File: config.mk
export PLATFORM = sky130hd
export DESIGN_NAME = matrix_job_streamer
export DESIGN_NICKNAME = d
export VERILOG_FILES = /design/src/rtl/matrix_pkg.sv /design/src/rtl/matrix_result_serializer.sv /design/src/rtl/matrix_job_streamer.sv
export SDC_FILE = /design/constraint.sdc
export NUM_CORES = 1
export LEC_CHECK = 0
export ABC_AREA = 0
export CAP_MARGIN = 15
export CORE_MARGIN = 3
export CORE_UTILIZATION = 45
export DETAILED_ROUTE_END_ITERATION = 6
export PLACE_DENSITY = 0.78
export SLEW_MARGIN = 20
export SYNTH_ARGS = -nofsm -noshare
export SYNTH_HDL_FRONTEND = slang
export SYNTH_SLANG_ARGS = --single-unit
export TNS_END_PERCENT = 100
File: constraint.sdc
create_clock -name clk -period 5.5 [get_ports clk]
set_input_delay 1.1 -clock clk [delete_from_list [all_inputs] [get_ports clk]]
set_output_delay 1.1 -clock clk [all_outputs]
set_load 0.05 [all_outputs]
File: src/rtl/matrix_pkg.sv
// Shared types and index constants for the 2x2 matrix job streamer.
// Operand order A11..B22, result order C11..C22.
package matrix_pkg;

    typedef enum logic [1:0] {
        COLLECT = 2'd0,
        KICK    = 2'd1,
        WAIT    = 2'd2,
        DRAIN   = 2'd3
    } state_t;

    localparam int N_OPERANDS = 8;
    localparam int N_RESULTS  = 4;

    localparam logic [2:0] IDX_A11 = 3'd0;
    localparam logic [2:0] IDX_A12 = 3'd1;
    localparam logic [2:0] IDX_A21 = 3'd2;
    localparam logic [2:0] IDX_A22 = 3'd3;
    localparam logic [2:0] IDX_B11 = 3'd4;
    localparam logic [2:0] IDX_B12 = 3'd5;
    localparam logic [2:0] IDX_B21 = 3'd6;
    localparam logic [2:0] IDX_B22 = 3'd7;

    localparam logic [1:0] IDX_C11 = 2'd0;
    localparam logic [1:0] IDX_C12 = 2'd1;
    localparam logic [1:0] IDX_C21 = 2'd2;
    localparam logic [1:0] IDX_C22 = 2'd3;

endpackage

File: src/rtl/matrix_result_serializer.sv
// Holds the four captured results and streams them out C11..C22.
// drained pulses when the C22 beat is accepted.
module matrix_result_serializer
    import matrix_pkg::*;
#(
    parameter int RW = 16
) (
    input  logic          clk,
    input  logic          rst,
    input  logic          capture,
    input  logic [RW-1:0] c11,
    input  logic [RW-1:0] c12,
    input  logic [RW-1:0] c21,
    input  logic [RW-1:0] c22,
    input  logic          m_ready,
    output logic          m_valid,
    output logic [RW-1:0] m_data,
    output logic          m_last,
    output logic          drained
);

    logic [RW-1:0] res [N_RESULTS];
    logic [1:0]    out_idx;
    logic          valid_q;

    always_ff @(posedge clk or posedge rst) begin
        if (rst) begin
            for (int i = 0; i < N_RESULTS; i++) begin
                res[i] <= '0;
            end
            out_idx <= '0;
            valid_q <= 1'b0;
        end else if (capture) begin
            res[IDX_C11] <= c11;
            res[IDX_C12] <= c12;
            res[IDX_C21] <= c21;
            res[IDX_C22] <= c22;
            out_idx      <= IDX_C11;
            valid_q      <= 1'b1;
        end else if (valid_q && m_ready) begin
            if (out_idx == IDX_C22) begin
                valid_q <= 1'b0;
            end
            out_idx <= out_idx + 2'd1;
        end
    end

    // Data is gated so the port reads zero whenever no beat is offered.
    assign m_valid = valid_q;
    assign m_data  = valid_q ? res[out_idx] : '0;
    assign m_last  = valid_q && (out_idx == IDX_C22);
    assign drained = valid_q && m_ready && (out_idx == IDX_C22);

endmodule

File: src/rtl/matrix_job_streamer.sv
// Byte-stream front end for the 2x2 matrix core: collect, kick,
// wait for done (with timeout), then drain four results.
module matrix_job_streamer
    import matrix_pkg::*;
#(
    parameter int DW      = 8,
    parameter int RW      = 16,
    parameter int TIMEOUT = 32
) (
    input  logic          clk,
    input  logic          rst,
    input  logic          s_valid,
    output logic          s_ready,
    input  logic [DW-1:0] s_data,
    output logic          mm_start,
    output logic [DW-1:0] mm_a11,
    output logic [DW-1:0] mm_a12,
    output logic [DW-1:0] mm_a21,
    output logic [DW-1:0] mm_a22,
    output logic [DW-1:0] mm_b11,
    output logic [DW-1:0] mm_b12,
    output logic [DW-1:0] mm_b21,
    output logic [DW-1:0] mm_b22,
    input  logic          mm_done,
    input  logic [RW-1:0] mm_c11,
    input  logic [RW-1:0] mm_c12,
    input  logic [RW-1:0] mm_c21,
    input  logic [RW-1:0] mm_c22,
    output logic          m_valid,
    input  logic          m_ready,
    output logic [RW-1:0] m_data,
    output logic          m_last,
    output logic          busy,
    output logic          err_timeout
);

    localparam int TW = $clog2(TIMEOUT) + 1;

    state_t        state;
    state_t        nxt;
    logic [2:0]    in_idx;
    logic [TW-1:0] tmo_cnt;
    logic [DW-1:0] op [N_OPERANDS];
    logic          err_q;
    logic          accept;
    logic          capture;
    logic          timeout_hit;
    logic          drained;

    // Ready is also masked by rst so the port reads zero while in reset.
    assign s_ready     = (state == COLLECT) && !rst;
    assign accept      = s_valid && s_ready;
    assign capture     = (state == WAIT) && mm_done;
    assign timeout_hit = (state == WAIT) && !mm_done
                         && (tmo_cnt == TW'(TIMEOUT - 1));

    always_comb begin
        nxt = state;
        unique case (state)
            COLLECT: if (accept && in_idx == IDX_B22) nxt = KICK;
            KICK:    nxt = WAIT;
            WAIT: begin
                if (capture)          nxt = DRAIN;
                else if (timeout_hit) nxt = COLLECT;
            end
            DRAIN:   if (drained) nxt = COLLECT;
            default: nxt = COLLECT;
        endcase
    end

    always_ff @(posedge clk or posedge rst) begin
        if (rst) begin
            state   <= COLLECT;
            in_idx  <= '0;
            tmo_cnt <= '0;
            err_q   <= 1'b0;
            for (int i = 0; i < N_OPERANDS; i++) begin
                op[i] <= '0;
            end
        end else begin
            state <= nxt;
            if (accept) begin
                op[in_idx] <= s_data;
                in_idx     <= in_idx + 3'd1;
            end
            if (state == KICK) begin
                tmo_cnt <= '0;
            end else if (state == WAIT) begin
                tmo_cnt <= tmo_cnt + TW'(1);
            end
            if (timeout_hit) begin
                err_q <= 1'b1;
            end
        end
    end

    assign mm_start    = (state == KICK);
    assign busy        = (state != COLLECT);
    assign err_timeout = err_q;

    assign mm_a11 = op[IDX_A11];
    assign mm_a12 = op[IDX_A12];
    assign mm_a21 = op[IDX_A21];
    assign mm_a22 = op[IDX_A22];
    assign mm_b11 = op[IDX_B11];
    assign mm_b12 = op[IDX_B12];
    assign mm_b21 = op[IDX_B21];
    assign mm_b22 = op[IDX_B22];

    matrix_result_serializer #(
        .RW(RW)
    ) u_ser (
        .clk     (clk),
        .rst     (rst),
        .capture (capture),
        .c11     (mm_c11),
        .c12     (mm_c12),
        .c21     (mm_c21),
        .c22     (mm_c22),
        .m_ready (m_ready),
        .m_valid (m_valid),
        .m_data  (m_data),
        .m_last  (m_last),
        .drained (drained)
    );

endmodule

==> flow_summary.ini <==
[place]
place_ws_ns = 1.65
dp.cells = 714
placed_area_mm2 = 0.00792
dpl.hpwl_um = 9810
place_congestion = 0.751
port_buffers = 162

[synthesis]
yosysSeqAreaShare = 0.584
netlist.area_leader.share = 0.584
ys_ff_latch = 143
ys_warn_count = 0
ys_types = 38
synth_cells = 394
synth.net_count = 480
yosys.area.top_type = dfrtp_1
synth_area_per_cell_um2 = 15.5
synth.top_cells.by_count = 143 x dfrtp_1, 128 x mux2_2, 17 x and2_1
synthFlopType = dfrtp_1
synth.most_common_cell = dfrtp_1
async_flop_share = 1.00
synth-edff-count = 0
synth_area_mm2 = 0.00612
synthTopCellsByArea = dfrtp_1 58%, mux2_2 24%, mux4_2 5.9%, ha_1 1.8%, and2_1 1.7%

[sta]
fin_setup_tns_ns = 0
tightest_slew_ns = 0.838
fmax_mhz = 260
slew_headroom = 0.441
worst_slack_ns = 1.66
finalSetupViolCount = 0
hold_slack_ns = 0.500
period_share = 0.699
maxSlewViolCount = 0
period_minus_slack_ns = 3.84
hold_viol = 0
rsz0062_at_grt = false
fin_skew_ns = 0.00706

[setup_path]
crit_type = in -> out
r2r_slack_ns = 3.23
cp.arrival_ns = 2.74
r2r_cells = 6
critPathCaptureType = primary output
timing.rr.end = mm_b12[1]
crit_required_ns = 4.40
cp-startpoint = rst
startpoint_type = primary input
timing.rr.start = state[1]
cp-endpoint = s_ready
path_max_fanout = 4

[power]
p_total_mw = 6.13
p_leak_nw = 3.72
power_density_mw_per_mm2 = 715
vdd_ir_drop_max_v = 0.000474

[floorplanning]
io_pins = 163
fp.dieH_um = 123
core_area_mm2 = 0.0130
start_util = 0.472
fp-row-count = 41
die_area_mm2 = 0.0150
die_x_um = 123

[detailed_routing]
vias = 3875
drc = 0
firstDrtPassIters = 4
wl_per_cell_um = 19.4
viasPerCell = 5.19
detail_route.iter0.violations = 276
ant_nets = 0
drt-total-wl_um = 14500

[cells_and_area]
fin_nets = 647
seq_area_mm2 = 0.00358
fin_cells = 746
drive_above_1_share = 0.334
diodes = 0
area_delta_synth_final_pct = 40.0
multi_input_area_mm2 = 0.00245
fin_util = 0.661
nFillCells = 945
final_area_mm2 = 0.00858

[clock_tree]
postCtsSetupBuffers = 0
cts_resized = 0
clock_latency_ns = 0.42
ctsHoldBuffers = 0
cts_tree = done
clockRootBuffer = clkbuf_16
cts_made_buffers = 17
clkSinkCount = 143
htreeDepth = 4
cts_buffer_depth = 2
clk_pin_slew_worst_paths_ns = 0.06

[global_route]
grt_use_total = 0.204
grt.overflow.total = 0
antenna_found_initial = 0
grt_pass1_vias = 4209
grt_start_max_net_pins = 81
grt_pass1_wl_um = 22700

[run_status]
status = complete, no violations

[worst_hold_path]
hold_path_class = reg -> reg

[flow_run]
maxCapViolations = 0
state kept, by name (all words and copies together), names as in the netlist:
register and cells:
mm_a11 8, u_ser.out_idx 2, err_timeout 1, mm_b21 8, mm_b11 8, mm_a12 8, mm_a21 8, u_ser.m_valid 1
u_ser.res 64, tmo_cnt 6, mm_b22 8, mm_b12 8, in_idx 3, mm_a22 8, state 2
critical path, cell delays in order:
cell             delay [ns]
clkdlybuf4s50_1        0.52
and2b_2                0.31
clkdlybuf4s50_1        0.82
where the power goes:
group	total (mW)	switching (mW)	leakage [nW]	internal, mW
logic	2.96	1.69	1.62	1.27
clock network	1.26	0.423	0.324	0.840
registers	1.91	0.363	1.78	1.54
total	6.13	2.47	3.72	3.66
cell type report:
| type | instances | share of cell area |
|---|---|---|
| Tap cell | 172 | 0.0251 |
| Sequential cell | 143 | 0.417 |
| Inverter | 7 | 0.00365 |
| Clock inverter | 10 | 0.0213 |
| Clock buffer | 22 | 0.0553 |
| Multi-Input combinational cell | 227 | 0.286 |
| Timing Repair Buffer | 165 | 0.192 |
worst min path at each step:
| stage | startpoint | end | slack (ns) | depth (start not counted) |
|---|---|---|---|---|
| after detailed placement | mm_b21[4] | mm_b21[4] | 0.48 | 1 |
| after floorplan | u_ser.res[16] | u_ser.res[16] | 0.47 | 1 |
| after global placement | err_timeout | err_timeout | 0.47 | 2 |
| after CTS | u_ser.res[1] | u_ser.res[1] | 0.50 | 1 |
| after global routing | u_ser.res[4] | u_ser.res[4] | 0.51 | 1 |
| final | mm_a22[4] | mm_a22[4] | 0.50 | 1 |
placed cells by master, fill, tap and decap left out, types with 2 or more instances in the layout:
master,Yosys,final
a21oi_1,6,6
xor2_1,2,2
nor2_1,3,3
ha_1,9,9
inv_1,7,6
nor2_2,2,2
o21ai_0,3,3
xnor2_1,2,2
mux2_2,128,128
clkbuf_1,7,2
nand2_1,9,8
clkbuf_8,0,3
mux4_2,16,16
clkdlybuf4s50_1,0,162
bufinv_16,0,5
nand3b_2,3,3
mux2_1,3,3
clkinv_4,0,2
and2_1,17,17
nand4_1,2,2
buf_4,1,3
o41ai_1,2,2
nor3b_4,2,2
nand3b_1,3,3
dfrtp_1,143,142
clkbuf_16,0,17
nand3_1,2,2
clkinv_2,0,3
cells by family after synthesis:
logic type	count (synthesis)	synth area share
mux	148	0.301
flops	143	0.584
simple gates	50	0.0568
buf+inv	24	0.0170
compound gates	16	0.0165
fa+ha+maj	9	0.0184
xor+xnor	4	0.00572
metal layers:
metal,vias up,global-route usage,wire (µm)
met5,-,0,0
met1,1956,0.239,5790
met4,0,0.0567,168
li1,1759,-,-
met2,148,0.327,7040
met3,12,0.108,1480
(Power assumes the default switching activity.)
